File: config.mk
export PLATFORM = sky130hd
export DESIGN_NAME = display_mux
export DESIGN_NICKNAME = d
export VERILOG_FILES = /design/src/rtl/display_mux.sv
export SDC_FILE = /design/constraint.sdc
export NUM_CORES = 1
export LEC_CHECK = 0
export BUFFER_PORTS_ARGS = -buffer_cell sky130_fd_sc_hd__buf_2
export CORE_ASPECT_RATIO = 2
export CORE_MARGIN = 10
export CORE_UTILIZATION = 51
export DETAILED_ROUTE_END_ITERATION = 10
export PLACE_DENSITY = 0.87
export SKIP_CTS_REPAIR_TIMING = 1
export SLEW_MARGIN = 10
export SYNTH_ARGS = -nofsm -noshare
export SYNTH_HDL_FRONTEND = slang
export SYNTH_SLANG_ARGS = --single-unit
File: constraint.sdc
create_clock -name clk -period 2.82 [get_ports clk]
set_clock_uncertainty 0.15 [all_clocks]
set_input_delay 0.564 -clock clk [delete_from_list [all_inputs] [get_ports clk]]
set_output_delay 0.564 -clock clk [all_outputs]
set_load 0.005 [all_outputs]
File: src/rtl/display_mux.sv
// Time-multiplexed common-anode 7-segment scanner with dead cycle, blanking and decimal point.
// Optional PWM brightness is compiled in when DISPLAY_DIM_EN is defined.
module display_mux #(
  parameter int unsigned N_DIGITS = 4,
  parameter int unsigned PRESCALE = 50000,
  parameter int unsigned DIM_W    = 4
) (
  input  logic                  clk,
  input  logic                  rst_n,
  input  logic [7*N_DIGITS-1:0] disp,
  input  logic [N_DIGITS-1:0]   dp,
  input  logic [N_DIGITS-1:0]   blank,
  input  logic [DIM_W-1:0]      bright,
  output logic [N_DIGITS-1:0]   an,
  output logic [6:0]            seg,
  output logic                  dp_n,
  output logic                  frame_tick
);

  localparam int unsigned PcntW = $clog2(PRESCALE);
  localparam int unsigned IdxW  = (N_DIGITS > 1) ? $clog2(N_DIGITS) : 1;
  localparam logic [PcntW-1:0] PcntLast = PcntW'(PRESCALE - 1);
  localparam logic [IdxW-1:0]  IdxLast  = IdxW'(N_DIGITS - 1);

  logic [PcntW-1:0]    pcnt_q, pcnt_d;
  logic [IdxW-1:0]     idx_q, idx_d;
  logic [6:0]          seg_q, seg_d;
  logic                dp_n_q, dp_n_d;
  logic                blank_q, blank_d;
  logic [N_DIGITS-1:0] an_q, an_d;
  logic                frame_tick_q, frame_tick_d;

  logic                slot_end;
  logic                slot_start;
  logic                pwm_on;
  logic [6:0]          cur_seg;
  logic                cur_dp;
  logic                cur_blank;
  logic [N_DIGITS-1:0] an_lit;

  assign slot_end   = (pcnt_q == PcntLast);
  assign slot_start = (pcnt_q == '0);

`ifdef DISPLAY_DIM_EN
  logic [DIM_W-1:0] wcnt_q;
  logic             pwm_on_q;

  // Compare is registered so the anode register sees a flop, not a comparator chain.
  always_ff @(posedge clk or negedge rst_n) begin
    if (!rst_n) begin
      wcnt_q   <= '0;
      pwm_on_q <= 1'b0;
    end else begin
      wcnt_q   <= wcnt_q + 1'b1;
      pwm_on_q <= (wcnt_q <= bright);
    end
  end

  assign pwm_on = pwm_on_q;
`else
  logic unused_bright;
  assign unused_bright = ^bright;
  assign pwm_on        = 1'b1;
`endif

  // Per-digit selection driven by the current scan index.
  always_comb begin
    cur_seg   = 7'h7F;
    cur_dp    = 1'b0;
    cur_blank = 1'b1;
    an_lit    = '1;
    for (int unsigned k = 0; k < N_DIGITS; k++) begin
      if (idx_q == IdxW'(k)) begin
        cur_seg   = disp[7*k +: 7];
        cur_dp    = dp[k];
        cur_blank = blank[k];
        an_lit[k] = 1'b0;
      end
    end
  end

  always_comb begin
    pcnt_d       = slot_end ? '0 : pcnt_q + 1'b1;
    idx_d        = idx_q;
    seg_d        = seg_q;
    dp_n_d       = dp_n_q;
    blank_d      = blank_q;
    an_d         = '1;
    frame_tick_d = slot_end && (idx_q == IdxLast);

    if (slot_end) begin
      idx_d = (idx_q == IdxLast) ? '0 : idx_q + 1'b1;
    end

    if (slot_start) begin
      // Dead cycle: anodes off while the new pattern is loaded and held for the slot.
      seg_d   = cur_seg;
      dp_n_d  = ~cur_dp;
      blank_d = cur_blank;
    end else if (!blank_q && pwm_on) begin
      an_d = an_lit;
    end
  end

  always_ff @(posedge clk or negedge rst_n) begin
    if (!rst_n) begin
      pcnt_q       <= '0;
      idx_q        <= '0;
      seg_q        <= 7'h7F;
      dp_n_q       <= 1'b1;
      blank_q      <= 1'b1;
      an_q         <= '1;
      frame_tick_q <= 1'b0;
    end else begin
      pcnt_q       <= pcnt_d;
      idx_q        <= idx_d;
      seg_q        <= seg_d;
      dp_n_q       <= dp_n_d;
      blank_q      <= blank_d;
      an_q         <= an_d;
      frame_tick_q <= frame_tick_d;
    end
  end

  assign an         = an_q;
  assign seg        = seg_q;
  assign dp_n       = dp_n_q;
  assign frame_tick = frame_tick_q;

endmodule

* Word-level counts from Yosys, hierarchy flattened
Cells that the tools add are included.
Storage, ports and cells: output and inout bits 13, flip-flop bits (word level) 32, memory bits (read-only) 0, input bits 42, RAM bits 0, bits in latches 0, memories 0, word-level logic and storage cells 37
Operators by class: reduce and logical (&&, ||, !) cells 3, shift operators 0, eq/ne operators 4, bitwise operators 1, mux-type cells 20, multipliers 0, order comparisons 0, add/subtract/negate cells 2, divide/modulo/power cells 0
Operators with widths (number):
- 7-bit 2-to-1 mux | 4
- 16-bit by 1-bit adder with 16-bit output (second input constant) | 1
- 16-bit == test (second input constant) | 1
- 16-bit zero test | 1
- 16-bit 2-to-1 mux | 1
- 1-bit 2-to-1 mux | 12
- 4-bit 2-to-1 mux | 2
- 2-bit == test (second input constant) | 2
- 2-bit by 1-bit adder with 2-bit output (second input constant) | 1
- 2-bit by 1-bit == test with 1-bit output (second input constant) | 1
- 2-bit zero test | 1
- 2-bit 2-to-1 mux | 1
- 1-bit logical AND | 1
- 1-bit inverter | 1

* Longest topological paths before layout
Gate-level depths: netlist of the first run.
word-level depth 6, mapped depth 8

* Worst setup path before layout of the first run
OpenSTA, ideal clock, no wires.
path type reg-to-reg, from register pcnt_q[10], to register dp_n_q (netlist: dp_n), period minus slack after synthesis 2.024 ns, library setup time 0.082 ns, buffers on the path 0, cell stages (with the launch flop) 4, arrival time 1.792 ns, required time 2.588 ns, slack 0.796 ns, cells stage by stage dfrtp_1 or4_4 nor4_4 mux2_2
Between the ends: word-level cells in the longest chain between the ends 1
Ends and longest elaborated chain:
- start: declaration | line 25 | logic [PcntW-1:0] pcnt_q, pcnt_d;
- start signal: assignment | line 115 | pcnt_q <= pcnt_d;
- 16-bit zero test | line 42 | assign slot_start = (pcnt_q == '0);
- end signal: assignment | line 118 | dp_n_q <= dp_n_d;
- end: declaration | line 28 | logic dp_n_q, dp_n_d;
Every way passes these cells. A chain may end at the register's enable or synchronous reset.

* Worst setup path after layout of the first run
from register pcnt_q[10], to register seg_q[0] (netlist: seg[0])
Between the ends: word-level cells in the longest chain between the ends 1
Ends and longest elaborated chain:
- 16-bit zero test | line 42
- end signal: assignment | line 117 | seg_q <= seg_d;
- end: declaration | line 27 | logic [6:0] seg_q, seg_d;
Every way passes these cells.

==> report_table.html, run 1 <==
<table>
<tr><th>Metric</th><th>Value</th></tr>
<tr><th colspan="2">Outcome</th></tr>
<tr><td>Outcome</td><td>finished, final reports clean</td></tr>
<tr><th colspan="2">Placed design</th></tr>
<tr><td>Pre-CTS setup slack</td><td>0.581 ns</td></tr>
<tr><td>Total of buffers placed on input and output ports</td><td>50</td></tr>
<tr><td>Post-place instance area</td><td>0.00204 mm^2</td></tr>
<tr><td>Placed cells</td><td>around 270</td></tr>
<tr><td>Half-perimeter wire length of the detailed placement result</td><td>3.33 mm</td></tr>
<tr><td>Routability congestion estimate from global placement</td><td>0.824</td></tr>
<tr><th colspan="2">Finish</th></tr>
<tr><td>Area delta synth-&gt;final</td><td>19.6%</td></tr>
<tr><td>Antenna diodes</td><td>0</td></tr>
<tr><td>Ratio of cells with drive above 1 in the final layout</td><td>about 33%</td></tr>
<tr><td>End-of-flow core utilization</td><td>62.7%</td></tr>
<tr><td>Final Instance Count excl. Fillers</td><td>277</td></tr>
<tr><td>Final nets</td><td>between 200 and 300</td></tr>
<tr><td>Post-route cell area</td><td>~0.0021 mm^2</td></tr>
<tr><th colspan="2">Detailed routing</th></tr>
<tr><td>Number of DRC markers after the initial detailed-route iteration</td><td>48</td></tr>
<tr><td>WL final</td><td>4.26 mm</td></tr>
<tr><td>Routed via count divided by cell count</td><td>5.64</td></tr>
<tr><td>Avg WL per Cell</td><td>15.4 um</td></tr>
<tr><td>Vias</td><td>1563</td></tr>
<tr><td>Antenna Violating Nets Remaining</td><td>0</td></tr>
<tr><td>Post-route DRC violation count</td><td>0</td></tr>
<tr><td>Iteration count of the initial detailed-routing pass</td><td>4</td></tr>
<tr><th colspan="2">Clock tree</th></tr>
<tr><td>Number of buffers between clock root and the deepest sink</td><td>2</td></tr>
<tr><td>CTS sink cnt</td><td>32</td></tr>
<tr><td>CTS tree</td><td>yes</td></tr>
<tr><td>CTS H-tree lvls</td><td>2</td></tr>
<tr><td>Clock tree root driver cell</td><td>sky130_fd_sc_hd__clkbuf_8</td></tr>
<tr><td>Clock buffers created by TritonCTS</td><td>5</td></tr>
<tr><td>Clock-pin slew on the worst setup and hold paths</td><td>0.07 ns</td></tr>
<tr><td>Clk_lat worst skew</td><td>0.29 ns</td></tr>
<tr><th colspan="2">Power</th></tr>
<tr><td>Power density of the placed cells</td><td>413 mW/mm^2</td></tr>
<tr><td>Leak</td><td>1.05 nW</td></tr>
<tr><td>Total power of the final layout</td><td>between 0.8 and 0.9 mW</td></tr>
<tr><td>Peak VDD IR</td><td>0.279 mV</td></tr>
<tr><th colspan="2">Synth</th></tr>
<tr><td>Ranking of synthesized cells by instance count</td><td>sky130_fd_sc_hd__nand2_1, sky130_fd_sc_hd__inv_1, sky130_fd_sc_hd__dfrtp_1, sky130_fd_sc_hd__nor2_1, sky130_fd_sc_hd__dfstp_2</td></tr>
<tr><td>Seq cells post-synth</td><td>32</td></tr>
<tr><td>Main synth FF type</td><td>sky130_fd_sc_hd__dfrtp_1</td></tr>
<tr><td>Most common cell in the synthesized netlist</td><td>sky130_fd_sc_hd__nand2_1</td></tr>
<tr><td>Net count after synthesis</td><td>241</td></tr>
<tr><td>Largest cells by area after synthesis</td><td>sky130_fd_sc_hd__dfrtp_1, sky130_fd_sc_hd__dfstp_2, sky130_fd_sc_hd__nand2_1</td></tr>
<tr><td>Avg Synthesized Cell Area</td><td>9.18 um^2</td></tr>
<tr><td>Post-synthesis cell type with the largest combined area</td><td>sky130_fd_sc_hd__dfrtp_1</td></tr>
<tr><td>Sequential cell area fraction in the yosys report</td><td>46.1%</td></tr>
<tr><td>Post-Syn Area</td><td>0.00177 mm^2</td></tr>
<tr><td>Synthesis Warnings</td><td>0</td></tr>
<tr><td>Post-synthesis cell type count</td><td>36</td></tr>
<tr><td>Top-area cell type share of the netlist area</td><td>26.8%</td></tr>
<tr><td>Synthesized instance count</td><td>193</td></tr>
<tr><td>Number of enable-type register cells in the synthesized netlist</td><td>0</td></tr>
<tr><td>Asr flop ratio synth</td><td>100%</td></tr>
<tr><th colspan="2">Timing</th></tr>
<tr><td>Post-route fraction of the period consumed by the critical path</td><td>79.4%</td></tr>
<tr><td>Number of hold violations in the final report</td><td>0</td></tr>
<tr><td>Sum of negative setup slack</td><td>0 ns</td></tr>
<tr><td>Setup WS post-layout</td><td>roughly 0.58 ns</td></tr>
<tr><td>Peak Freq</td><td>447 MHz</td></tr>
<tr><td>Final critical-path required period</td><td>roughly 2.2 ns</td></tr>
<tr><td>Transition time at the pin with the least slew margin</td><td>0.691 ns</td></tr>
<tr><td>Setup repair after global routing missed its margin</td><td>false</td></tr>
<tr><td>Setup violations, final</td><td>0</td></tr>
<tr><td>Worst Hold Margin</td><td>0.167 ns</td></tr>
<tr><td>Final max-slew violation count</td><td>0</td></tr>
<tr><td>Relative slew slack</td><td>53.9%</td></tr>
<tr><th colspan="2">GRT</th></tr>
<tr><td>Global-route total usage across every layer</td><td>14.1%</td></tr>
<tr><td>Largest net degree at the start of global routing</td><td>33</td></tr>
<tr><td>Number of global-route vias before repair</td><td>1614</td></tr>
<tr><td>Remaining Overflow, GRT</td><td>0</td></tr>
<tr><td>Antenna violations before repair</td><td>0</td></tr>
<tr><td>Global-route wire length before repair</td><td>6.98 mm</td></tr>
<tr><th colspan="2">Setup path</th></tr>
<tr><td>Startpoint-to-endpoint class of the critical path</td><td>flop to flop</td></tr>
<tr><td>Worst Reg2Reg Path Length in Cells</td><td>5</td></tr>
<tr><td>Worst endpoint required time</td><td>2.88 ns</td></tr>
<tr><td>Largest driver fanout on the critical path</td><td>12</td></tr>
<tr><td>Critical path endpoint category</td><td>flop</td></tr>
<tr><td>Data arrival time at the worst-slack endpoint</td><td>2.30 ns</td></tr>
<tr><td>CP startpoint kind</td><td>flop</td></tr>
<tr><th colspan="2">Die</th></tr>
<tr><td>DIE WIDTH</td><td>61.7 um</td></tr>
<tr><td>Row Count</td><td>30</td></tr>
<tr><td>Core region area</td><td>0.00338 mm^2</td></tr>
<tr><td>I/O pins</td><td>55</td></tr>
<tr><td>Die area</td><td>0.00637 mm^2</td></tr>
<tr><td>Height of the die</td><td>approximately 100 um</td></tr>
<tr><td>Initial Util</td><td>52.4%</td></tr>
<tr><th colspan="2">Run</th></tr>
<tr><td>Maxcap violations</td><td>0</td></tr>
<tr><th colspan="2">Worst hold path</th></tr>
<tr><td>Min-Delay Path Class</td><td>input pin to async pin</td></tr>
</table>
==> final timing paths <==
| check | slack (ns) | to | start |
|---|---|---|---|
| setup / recovery | 0.58 | seg[0] | pcnt_q[10] |
| hold / removal | 0.17 | pcnt_q[6] | rst_n |
| min in group clk | 0.33 | seg[4] | seg[4] |
| setup reg to reg | 0.58 | seg[0] | pcnt_q[10] |
| max in group asynchronous | 1.90 | pcnt_q[11] | rst_n |
| hold reg to reg | 0.33 | seg[4] | seg[4] |
==> power by group <==
| part | total (mW) | switching [mW] | leakage [nW] | internal (mW) |
|---|---|---|---|---|
| combinational | 0.0610 | 0.0296 | 0.617 | 0.0314 |
| sequential | 0.476 | 0.00333 | 0.388 | 0.472 |
| clock | 0.339 | 0.166 | 0.0422 | 0.173 |
==> cell type report <==
class | count | area [um^2]
repair buffers | 52 | 265
multi-input cells | 129 | 826
clock buffers | 7 | 76.3
clock inverters | 1 | 5.00
inverters | 24 | 90.1
well taps | 32 | 40.0
flip-flops and latches | 32 | 817
fillers | 277 | 1260
==> sequential cells by signal, summed over array words and instances (netlist names) <==
signal      flops
blank_q         1
pcnt_q         16
an              4
frame_tick      1
seg             7
dp_n            1
idx_q           2
==> logic make-up after synthesis <==
kind of cell	Yosys count	share of synthesized area [%]
buffers and inverters	32	7.27
DFF	32	46.1
xor gates and xnor gates	11	5.44
muxes	1	0.636
AOI/OAI and AO/OA	36	15.0
and+or+nand+nor	75	21.3
adders and majority gates	6	4.24
==> routing by layer <==
metal	track usage (%)	vias to the layer above	wire length (um)
met5	0	-	0
met4	6.92	0	81
met3	3.55	8	378
met2	26.8	49	2270
met1	12.9	740	1530
li1	-	766	-
==> worst max-delay path: stages, from the launching register on <==
cell	delay (ns)
sky130_fd_sc_hd__dfrtp_1	0.42
sky130_fd_sc_hd__or4_4	0.59
sky130_fd_sc_hd__nor4_4	0.50
sky130_fd_sc_hd__buf_4	0.27
sky130_fd_sc_hd__o221ai_1	0.12
sky130_fd_sc_hd__o21ai_0	0.10
==> placed cells by master (no fill, tap or decap), types with 6 or more instances in the layout <==
cell	netlist	layout
sky130_fd_sc_hd__xor2_1	6	6
sky130_fd_sc_hd__o21ai_0	11	11
sky130_fd_sc_hd__nand2_1	27	27
sky130_fd_sc_hd__inv_1	23	23
sky130_fd_sc_hd__ha_1	6	6
sky130_fd_sc_hd__nor2_1	19	19
sky130_fd_sc_hd__buf_2	1	50
sky130_fd_sc_hd__o221ai_1	6	6
sky130_fd_sc_hd__nand3_1	8	8
sky130_fd_sc_hd__a221oi_1	8	8
sky130_fd_sc_hd__dfstp_2	13	13
sky130_fd_sc_hd__dfrtp_1	19	19
No activity file was read; power rests on OpenSTA's default activity.
==> run 2: changes to the inputs <==
--- a/config.mk
+++ b/config.mk
@@ -5,12 +5,13 @@
 export SDC_FILE = /design/constraint.sdc
 export NUM_CORES = 1
 export LEC_CHECK = 0
+export ABC_AREA = 1
 export BUFFER_PORTS_ARGS = -buffer_cell sky130_fd_sc_hd__buf_2
 export CORE_ASPECT_RATIO = 2
 export CORE_MARGIN = 10
-export CORE_UTILIZATION = 51
+export CORE_UTILIZATION = 47
 export DETAILED_ROUTE_END_ITERATION = 10
-export PLACE_DENSITY = 0.87
+export PLACE_DENSITY = 0.83
 export SKIP_CTS_REPAIR_TIMING = 1
 export SLEW_MARGIN = 10
 export SYNTH_ARGS = -nofsm -noshare
==> constraint.sdc (replaced) <==
create_clock -name clk -period 1.9 [get_ports clk]
set_clock_uncertainty 0.15 [all_clocks]
set_input_delay 0.38 -clock clk [delete_from_list [all_inputs] [get_ports clk]]
set_output_delay 0.38 -clock clk [all_outputs]
set_load 0.005 [all_outputs]
==> run 2 against run 1 <==
  * The run now ends with hold timing left
  * Largest cell class unchanged
  * Wire length rose by 22%
  * Non-clock buffer count up 1
  * Power rose by 48%
  * Worst hold slack worse by 0.17 ns
  * Largest power group unchanged
==> report_table.html, run 2 <==
<table>
<tr><th>Metric</th><th>Value</th></tr>
<tr><th colspan="2">Timing</th></tr>
<tr><td>Post-route fraction of the period consumed by the critical path</td><td>88.9% (+9.5 points)</td></tr>
<tr><td>Number of hold violations in the final report</td><td>4 (+4)</td></tr>
<tr><td>Relative slew slack</td><td>52.3% (-1.6 points)</td></tr>
<tr><td>Sum of negative setup slack</td><td>0 ns (unchanged)</td></tr>
<tr><td>Final critical-path required period</td><td>1.69 ns (-0.550 ns)</td></tr>
<tr><td>Peak Freq</td><td>592 MHz (+33%)</td></tr>
<tr><td>Setup repair after global routing missed its margin</td><td>false</td></tr>
<tr><td>Setup WS post-layout</td><td>0.211 ns (-0.370 ns)</td></tr>
<tr><td>Transition time at the pin with the least slew margin</td><td>0.715 ns (+0.0241 ns)</td></tr>
<tr><td>Setup violations, final</td><td>0 (unchanged)</td></tr>
<tr><td>Final max-slew violation count</td><td>0 (unchanged)</td></tr>
<tr><td>Worst Hold Margin</td><td>-0.00615 ns (-0.173 ns)</td></tr>
<tr><th colspan="2">Placed design</th></tr>
<tr><td>Placed cells</td><td>389 (+45%)</td></tr>
<tr><td>Pre-CTS setup slack</td><td>0.216 ns (-0.365 ns)</td></tr>
<tr><td>Post-place instance area</td><td>0.00234 mm^2 (+15%)</td></tr>
<tr><td>Total of buffers placed on input and output ports</td><td>50 (unchanged)</td></tr>
<tr><td>Half-perimeter wire length of the detailed placement result</td><td>4.15 mm (+25%)</td></tr>
<tr><td>Routability congestion estimate from global placement</td><td>0.955 (+16%)</td></tr>
<tr><th colspan="2">Finish</th></tr>
<tr><td>Number of filler cells placed in the layout</td><td>399 (+44%)</td></tr>
<tr><td>End-of-flow core utilization</td><td>58.6% (-4.2 points)</td></tr>
<tr><td>Most frequent standard cell in the layout excluding fill and tap cells</td><td>sky130_fd_sc_hd__nand2_1</td></tr>
<tr><td>Flip-flop count of the largest register after layout</td><td>16 (unchanged)</td></tr>
<tr><td>Final nets</td><td>392 (+34%)</td></tr>
<tr><td>Post-route cell area</td><td>0.00242 mm^2 (+14%)</td></tr>
<tr><td>Ratio of cells with drive above 1 in the final layout</td><td>28.7% (-4.0 points)</td></tr>
<tr><td>Most frequent cells in the layout</td><td>sky130_fd_sc_hd__nand2_1, sky130_fd_sc_hd__buf_2, sky130_fd_sc_hd__inv_1</td></tr>
<tr><td>Final Instance Count excl. Fillers</td><td>397 (+43%)</td></tr>
<tr><td>Area delta synth-&gt;final</td><td>19.2%</td></tr>
<tr><td>Antenna diodes</td><td>0 (unchanged)</td></tr>
<tr><td>Biggest register</td><td>pcnt_q</td></tr>
<tr><th colspan="2">GRT</th></tr>
<tr><td>Number of global-route vias before repair</td><td>1992 (+23%)</td></tr>
<tr><td>Largest net degree at the start of global routing</td><td>33 (unchanged)</td></tr>
<tr><td>Global-route total usage across every layer</td><td>14.4% (+0.30 points)</td></tr>
<tr><td>Global-route wire length before repair</td><td>8.60 mm (+23%)</td></tr>
<tr><td>Remaining Overflow, GRT</td><td>0 (unchanged)</td></tr>
<tr><td>Antenna violations before repair</td><td>0 (unchanged)</td></tr>
<tr><th colspan="2">Power</th></tr>
<tr><td>Power density of the placed cells</td><td>535 mW/mm^2 (+30%)</td></tr>
<tr><td>Leak</td><td>1.35 nW (+29%)</td></tr>
<tr><td>Peak VDD IR</td><td>0.421 mV (+51%)</td></tr>
<tr><td>Total power of the final layout</td><td>1.30 mW (+48%)</td></tr>
<tr><th colspan="2">Synth</th></tr>
<tr><td>Synthesized instance count</td><td>289 (+50%)</td></tr>
<tr><td>Largest cells by area after synthesis</td><td>sky130_fd_sc_hd__dfrtp_1, sky130_fd_sc_hd__dfstp_2, sky130_fd_sc_hd__nand2_1</td></tr>
<tr><td>Sequential cell area fraction in the yosys report</td><td>40.3% (-5.8 points)</td></tr>
<tr><td>Asr flop ratio synth</td><td>100% (unchanged)</td></tr>
<tr><td>Post-synthesis cell type with the largest combined area</td><td>sky130_fd_sc_hd__dfrtp_1</td></tr>
<tr><td>Number of enable-type register cells in the synthesized netlist</td><td>0 (unchanged)</td></tr>
<tr><td>Top-area cell type share of the netlist area</td><td>23.4% (-3.4 points)</td></tr>
<tr><td>Synthesis Warnings</td><td>0 (unchanged)</td></tr>
<tr><td>Main synth FF type</td><td>sky130_fd_sc_hd__dfrtp_1</td></tr>
<tr><td>Post-Syn Area</td><td>0.00203 mm^2 (+14%)</td></tr>
<tr><td>Post-synthesis cell type count</td><td>24 (-33%)</td></tr>
<tr><td>Ranking of synthesized cells by instance count</td><td>sky130_fd_sc_hd__nand2_1, sky130_fd_sc_hd__inv_1, sky130_fd_sc_hd__nor2_1</td></tr>
<tr><td>Avg Synthesized Cell Area</td><td>7.02 um^2 (-24%)</td></tr>
<tr><td>Net count after synthesis</td><td>337 (+40%)</td></tr>
<tr><td>Most common cell in the synthesized netlist</td><td>sky130_fd_sc_hd__nand2_1</td></tr>
<tr><td>Seq cells post-synth</td><td>32 (unchanged)</td></tr>
<tr><th colspan="2">Clock tree</th></tr>
<tr><td>Clock buffers created by TritonCTS</td><td>5 (unchanged)</td></tr>
<tr><td>Clock tree root driver cell</td><td>sky130_fd_sc_hd__clkbuf_8</td></tr>
<tr><td>Clock-pin slew on the worst setup and hold paths</td><td>0.07 ns (about the same)</td></tr>
<tr><td>CTS tree</td><td>yes</td></tr>
<tr><td>CTS sink cnt</td><td>32 (unchanged)</td></tr>
<tr><td>Clk_lat worst skew</td><td>0.28 ns (about the same)</td></tr>
<tr><td>Number of buffers between clock root and the deepest sink</td><td>2 (unchanged)</td></tr>
<tr><td>CTS H-tree lvls</td><td>2 (unchanged)</td></tr>
<tr><th colspan="2">Die</th></tr>
<tr><td>Height of the die</td><td>113 um (+9.2%)</td></tr>
<tr><td>Initial Util</td><td>49.1% (-3.3 points)</td></tr>
<tr><td>I/O pins</td><td>55 (unchanged)</td></tr>
<tr><td>Core region area</td><td>0.00413 mm^2 (+22%)</td></tr>
<tr><td>Row Count</td><td>33 (+10%)</td></tr>
<tr><td>Die area</td><td>0.00750 mm^2 (+18%)</td></tr>
<tr><td>DIE WIDTH</td><td>66.5 um (+7.7%)</td></tr>
<tr><th colspan="2">Detailed routing</th></tr>
<tr><td>Avg WL per Cell</td><td>13.1 um (-15%)</td></tr>
<tr><td>Number of DRC markers after the initial detailed-route iteration</td><td>116 (+140%)</td></tr>
<tr><td>Routed via count divided by cell count</td><td>4.98 (-12%)</td></tr>
<tr><td>Iteration count of the initial detailed-routing pass</td><td>4 (unchanged)</td></tr>
<tr><td>Post-route DRC violation count</td><td>0 (unchanged)</td></tr>
<tr><td>WL final</td><td>5.21 mm (+22%)</td></tr>
<tr><td>Vias</td><td>1978 (+27%)</td></tr>
<tr><td>Antenna Violating Nets Remaining</td><td>0 (unchanged)</td></tr>
<tr><th colspan="2">Setup path</th></tr>
<tr><td>CP startpoint kind</td><td>flop</td></tr>
<tr><td>Largest driver fanout on the critical path</td><td>9 (-3)</td></tr>
<tr><td>Data arrival time at the worst-slack endpoint</td><td>1.76 ns (-0.54 ns)</td></tr>
<tr><td>Startpoint-to-endpoint class of the critical path</td><td>flop to flop</td></tr>
<tr><td>Critical path endpoint category</td><td>flop</td></tr>
<tr><td>Worst endpoint required time</td><td>1.97 ns (-0.91 ns)</td></tr>
<tr><th colspan="2">Outcome</th></tr>
<tr><td>Violated checks</td><td>hold timing</td></tr>
<tr><td>Outcome</td><td>finished with violations</td></tr>
<tr><th colspan="2">Run</th></tr>
<tr><td>Maxcap violations</td><td>0 (unchanged)</td></tr>
<tr><th colspan="2">Worst hold path</th></tr>
<tr><td>Min-Delay Path Class</td><td>input pin to async pin</td></tr>
</table>
run 2: changes by cell type after synthesis, sizes merged, moves of 8 or more:
cell,previous run,this run
nor2,19,42
nand2,27,91
nand3,8,24
inv,23,47
o221ai,8,0
a21oi,5,18
a221oi,8,0
run 2: metal layers:
| metal | track usage, % | vias up | wire, um |
|---|---|---|---|
| met1 | 11.8 | 912 | 1760 |
| li1 | - | 989 | - |
| met3 | 4.25 | 15 | 329 |
| met4 | 7.03 | 0 | 191 |
| met5 | 0 | - | 0 |
| met2 | 28.5 | 62 | 2920 |
run 2: path summary, 6_finish.rpt:
path | start | endpoint | slack, ns | cells past startpoint
max | idx_q[0] | seg[1] | 0.21 | 9
min | rst_n | frame_tick | -0.006 | 1
max reg2reg | idx_q[0] | seg[1] | 0.21 | 9
min reg2reg | seg[2] | seg[2] | 0.32 | 2
max in group asynchronous | rst_n | pcnt_q[1] | 1.14 | 1
min in group clk | dp[3] | dp_n | 0.19 | 4
run 2: layout make-up:
type,count,area (um^2),share of cell area [%]
Sequential cell,32,817,33.8
Clock buffer,7,76.3,3.16
Tap cell,52,65.1,2.69
Multi-Input combinational cell,204,997,41.2
Clock inverter,1,5.00,0.207
Inverter,48,185,7.66
Timing Repair Buffer,53,273,11.3
run 2: report_power, final:
group / switching [mW] / total [mW] / leakage, nW / internal, mW
combinational: 0.0465 / 0.0924 / 0.920 / 0.0459
clock: 0.240 / 0.496 / 0.0422 / 0.257
sequential: 0.00489 / 0.706 / 0.388 / 0.701
total: 0.291 / 1.30 / 1.35 / 1.00
run 2: kinds of logic (layout without fill, tap and decap cells):
group	after synthesis	in the layout	share of synthesized area, %
AOI/OAI and AO/OA	24	24	6.11
xor gates and xnor gates	6	6	2.59
adders and majority gates	6	6	3.70
buffers and inverters	53	109	10.5
DFF	32	32	40.3
and+or+nand+nor	168	168	36.8
run 2: worst max-delay path, stage by stage, from the launching register on:
cell and delay [ns]:
sky130_fd_sc_hd__dfrtp_1 0.42, sky130_fd_sc_hd__inv_1 0.12, sky130_fd_sc_hd__ha_1 0.18, sky130_fd_sc_hd__inv_1 0.05
sky130_fd_sc_hd__nor2_2 0.33, sky130_fd_sc_hd__nand2_1 0.10, sky130_fd_sc_hd__nand2_1 0.09, sky130_fd_sc_hd__nand2_1 0.05
sky130_fd_sc_hd__nand3_1 0.08, sky130_fd_sc_hd__nand2_1 0.05
==> run 3: changes to the inputs <==
--- a/config.mk
+++ b/config.mk
@@ -9,9 +9,9 @@
 export BUFFER_PORTS_ARGS = -buffer_cell sky130_fd_sc_hd__buf_2
 export CORE_ASPECT_RATIO = 2
 export CORE_MARGIN = 10
-export CORE_UTILIZATION = 47
+export CORE_UTILIZATION = 52
 export DETAILED_ROUTE_END_ITERATION = 10
-export PLACE_DENSITY = 0.83
+export PLACE_DENSITY = 0.86
 export SKIP_CTS_REPAIR_TIMING = 1
 export SLEW_MARGIN = 10
 export SYNTH_ARGS = -nofsm -noshare
==> constraint.sdc (replaced) <==
create_clock -name clk -period 1.7 [get_ports clk]
set_clock_uncertainty 0.15 [all_clocks]
set_input_delay 0.34 -clock clk [delete_from_list [all_inputs] [get_ports clk]]
set_output_delay 0.34 -clock clk [all_outputs]
set_load 0.005 [all_outputs]
==> run 3 against run 2 <==
  * The flow now finishes without violations
  * Register-to-register slack got worse by 0.13 ns
  * Clock power increased by 62%
  * Design area increased by 5.5%
  * Combinational power increased by 20%
  * Via count decreased by 1.7%
  * Global-route usage increased by 1.2 points
  * First-iteration DRC count increased by 0.86%
  * Die area decreased by 7.4%
  * Non-clock buffer count increased by 5
  * Flip-flop and latch count unchanged
  * Sequential share of layout area decreased by 1.8 points
  * Largest power group is now the clock network
==> report_table.html, run 3 (synthesis results as in run 2) <==
<table>
<tr><th>Metric</th><th>Value</th></tr>
<tr><th colspan="2">Die</th></tr>
<tr><td>Height of the die</td><td>108 um (-4.1%)</td></tr>
<tr><td>Row Count</td><td>32 (-3.0%)</td></tr>
<tr><td>Initial Util</td><td>53.3% (+4.2 points)</td></tr>
<tr><td>Die area</td><td>0.00695 mm^2 (-7.4%)</td></tr>
<tr><td>I/O pins</td><td>55 (unchanged)</td></tr>
<tr><td>Core region area</td><td>0.00380 mm^2 (-7.9%)</td></tr>
<tr><td>DIE WIDTH</td><td>64.2 um (-3.4%)</td></tr>
<tr><th colspan="2">Detailed routing</th></tr>
<tr><td>Routed via count divided by cell count</td><td>4.84 (-2.9%)</td></tr>
<tr><td>Avg WL per Cell</td><td>13.5 um (+3.0%)</td></tr>
<tr><td>Iteration count of the initial detailed-routing pass</td><td>6 (+2)</td></tr>
<tr><td>Vias</td><td>1944 (-1.7%)</td></tr>
<tr><td>Antenna Violating Nets Remaining</td><td>0 (unchanged)</td></tr>
<tr><td>Post-route DRC violation count</td><td>0 (unchanged)</td></tr>
<tr><td>Number of DRC markers after the initial detailed-route iteration</td><td>117 (+0.86%)</td></tr>
<tr><td>WL final</td><td>5.43 mm (+4.3%)</td></tr>
<tr><th colspan="2">Setup path</th></tr>
<tr><td>Critical path endpoint category</td><td>flop</td></tr>
<tr><td>Top cell by count, worst path</td><td>sky130_fd_sc_hd__inv_2</td></tr>
<tr><td>Worst endpoint required time</td><td>1.78 ns (-0.19 ns)</td></tr>
<tr><td>Largest driver fanout on the critical path</td><td>4 (-5)</td></tr>
<tr><td>CP peak stage delay</td><td>0.42 ns (about the same)</td></tr>
<tr><td>Cell chain of the critical path</td><td>inv_2 &gt; ha_4 &gt; inv_2 &gt; nor2_2 &gt; nand4_1 &gt; nor2_4 &gt; nand3_1 &gt; nand2_1</td></tr>
<tr><td>CP startpoint kind</td><td>flop</td></tr>
<tr><td>Crit path max-delay cell type</td><td>sky130_fd_sc_hd__dfrtp_1</td></tr>
<tr><td>Startpoint-to-endpoint class of the critical path</td><td>flop to flop</td></tr>
<tr><td>Data arrival time at the worst-slack endpoint</td><td>1.70 ns (-0.06 ns)</td></tr>
<tr><td>Worst Reg2Reg Path Length in Cells</td><td>8 (-1)</td></tr>
<tr><th colspan="2">Clock tree</th></tr>
<tr><td>Clk_lat worst skew</td><td>0.29 ns (about the same)</td></tr>
<tr><td>CTS H-tree lvls</td><td>2 (unchanged)</td></tr>
<tr><td>CTS sink cnt</td><td>32 (unchanged)</td></tr>
<tr><td>CTS tree</td><td>yes</td></tr>
<tr><td>Clock buffers created by TritonCTS</td><td>5 (unchanged)</td></tr>
<tr><td>Clock-pin slew on the worst setup and hold paths</td><td>0.07 ns (about the same)</td></tr>
<tr><td>Number of buffers between clock root and the deepest sink</td><td>2 (unchanged)</td></tr>
<tr><td>Clock tree root driver cell</td><td>sky130_fd_sc_hd__clkbuf_8</td></tr>
<tr><th colspan="2">GRT</th></tr>
<tr><td>Number of global-route vias before repair</td><td>2003 (+0.55%)</td></tr>
<tr><td>Largest net degree at the start of global routing</td><td>20 (-39%)</td></tr>
<tr><td>Global-route total usage across every layer</td><td>15.6% (+1.2 points)</td></tr>
<tr><td>Antenna violations before repair</td><td>0 (unchanged)</td></tr>
<tr><td>Global-route wire length before repair</td><td>8.69 mm (+1.1%)</td></tr>
<tr><td>Remaining Overflow, GRT</td><td>0 (unchanged)</td></tr>
<tr><th colspan="2">Placed design</th></tr>
<tr><td>Total of buffers placed on input and output ports</td><td>50 (unchanged)</td></tr>
<tr><td>Routability congestion estimate from global placement</td><td>1.01 (+5.5%)</td></tr>
<tr><td>Post-place instance area</td><td>0.00237 mm^2 (+1.4%)</td></tr>
<tr><td>Half-perimeter wire length of the detailed placement result</td><td>4.26 mm (+2.4%)</td></tr>
<tr><th colspan="2">Finish</th></tr>
<tr><td>End-of-flow core utilization</td><td>67.1% (+8.5 points)</td></tr>
<tr><td>Most frequent cells in the layout</td><td>sky130_fd_sc_hd__nand2_1, sky130_fd_sc_hd__buf_2, sky130_fd_sc_hd__inv_1</td></tr>
<tr><td>Final nets</td><td>398 (+1.5%)</td></tr>
<tr><td>Number of filler cells placed in the layout</td><td>337 (-16%)</td></tr>
<tr><td>FF/Latch Area</td><td>817 um^2 (unchanged)</td></tr>
<tr><td>Biggest register</td><td>pcnt_q</td></tr>
<tr><td>Post-route cell area</td><td>0.00255 mm^2 (+5.5%)</td></tr>
<tr><td>Antenna diodes</td><td>0 (unchanged)</td></tr>
<tr><td>Multi-input logic area</td><td>0.00103 mm^2 (+3.6%)</td></tr>
<tr><td>Flip-flop count of the largest register after layout</td><td>16 (unchanged)</td></tr>
<tr><td>Area delta synth-&gt;final</td><td>25.8%</td></tr>
<tr><td>Ratio of cells with drive above 1 in the final layout</td><td>31.9% (+3.2 points)</td></tr>
<tr><td>Most frequent standard cell in the layout excluding fill and tap cells</td><td>sky130_fd_sc_hd__nand2_1</td></tr>
<tr><th colspan="2">Power</th></tr>
<tr><td>Power density of the placed cells</td><td>667 mW/mm^2 (+25%)</td></tr>
<tr><td>Leak</td><td>1.40 nW (+3.5%)</td></tr>
<tr><td>Peak VDD IR</td><td>0.600 mV (+43%)</td></tr>
<tr><th colspan="2">Timing</th></tr>
<tr><td>Setup repair after global routing missed its margin</td><td>true</td></tr>
<tr><td>Final max-slew violation count</td><td>0 (unchanged)</td></tr>
<tr><td>Relative slew slack</td><td>74.6% (+22 points)</td></tr>
<tr><td>Setup violations, final</td><td>0 (unchanged)</td></tr>
<tr><td>Transition time at the pin with the least slew margin</td><td>0.381 ns (-0.334 ns)</td></tr>
<tr><td>Final critical-path required period</td><td>1.62 ns (-0.0716 ns)</td></tr>
<tr><td>Number of hold violations in the final report</td><td>0 (-4)</td></tr>
<tr><td>Post-route fraction of the period consumed by the critical path</td><td>95.1% (+6.2 points)</td></tr>
<tr><td>Peak Freq</td><td>618 MHz (+4.4%)</td></tr>
<tr><th colspan="2">Run</th></tr>
<tr><td>Maxcap violations</td><td>0 (unchanged)</td></tr>
<tr><th colspan="2">Worst hold path</th></tr>
<tr><td>Hold depth</td><td>4</td></tr>
<tr><td>Min-Delay Path Class</td><td>input pin to flop</td></tr>
<tr><th colspan="2">Outcome</th></tr>
<tr><td>Outcome</td><td>finished, final reports clean</td></tr>
</table>
[run 3: cell count changes in the layout (fill, tap and decap cells not counted), sizes merged]
cell	before	now
clkinv	2	1
bufinv	0	1
nor2	42	43
dlygate4sd3	0	1
buf	53	57
[run 3: final cells by class]
type | instances | share of cell area (%)
clock buffers | 7 | 3.78
clock inverters | 1 | 1.18
inverters | 48 | 7.26
multi-input cells | 205 | 40.5
flip-flops and latches | 32 | 32.0
well taps | 51 | 2.50
repair buffers | 58 | 12.8
[run 3: worst max-delay path: cells and delay by family (launching register included)]
kind                       cells  cell delay [ns]
and+or+nand+nor                5             0.74
adders and majority gates      1             0.12
buffers and inverters          2             0.13
DFF                            1             0.42
[run 3: path summary, 6_finish.rpt]
kind	from	end	slack, ns
setup / recovery	pcnt_q[0]	dp_n	0.08
hold / removal	dp[3]	dp_n	0.15
setup reg to reg	pcnt_q[0]	dp_n	0.08
hold reg to reg	blank_q	blank_q	0.31
max in group asynchronous	rst_n	seg[1]	0.54
min in group asynchronous	rst_n	pcnt_q[5]	0.35
[run 3: power by group]
group,internal (mW),leakage [nW],total [mW],switching [mW]
clock,0.517,0.0645,0.802,0.285
combinational,0.0574,0.946,0.111,0.0541
sequential,0.783,0.388,0.789,0.00552
total,1.36,1.40,1.70,0.345
[run 3: stage by stage]
step,instances,hold WS (ns),setup WS (ns),TNS (ns),power (mW)
after floorplan,289,-0.106,0.233,0,0.835
after global placement,391,0.126,0.124,0,0.910
after detailed placement,391,0.127,0.108,0,0.913
after CTS,399,-0.190,0.0919,0,1.73
after global routing,402,0.149,-0.0185,-0.0432,1.77
final,402,0.149,0.0828,0,1.70
[run 3: per-layer routing]
metal	vias to the layer above	track usage, %	wire length [um]
li1	998	-	-
met1	874	12.8	1830
met2	52	30.5	3040
met3	20	4.25	293
met4	0	10.9	266
met5	-	0	0
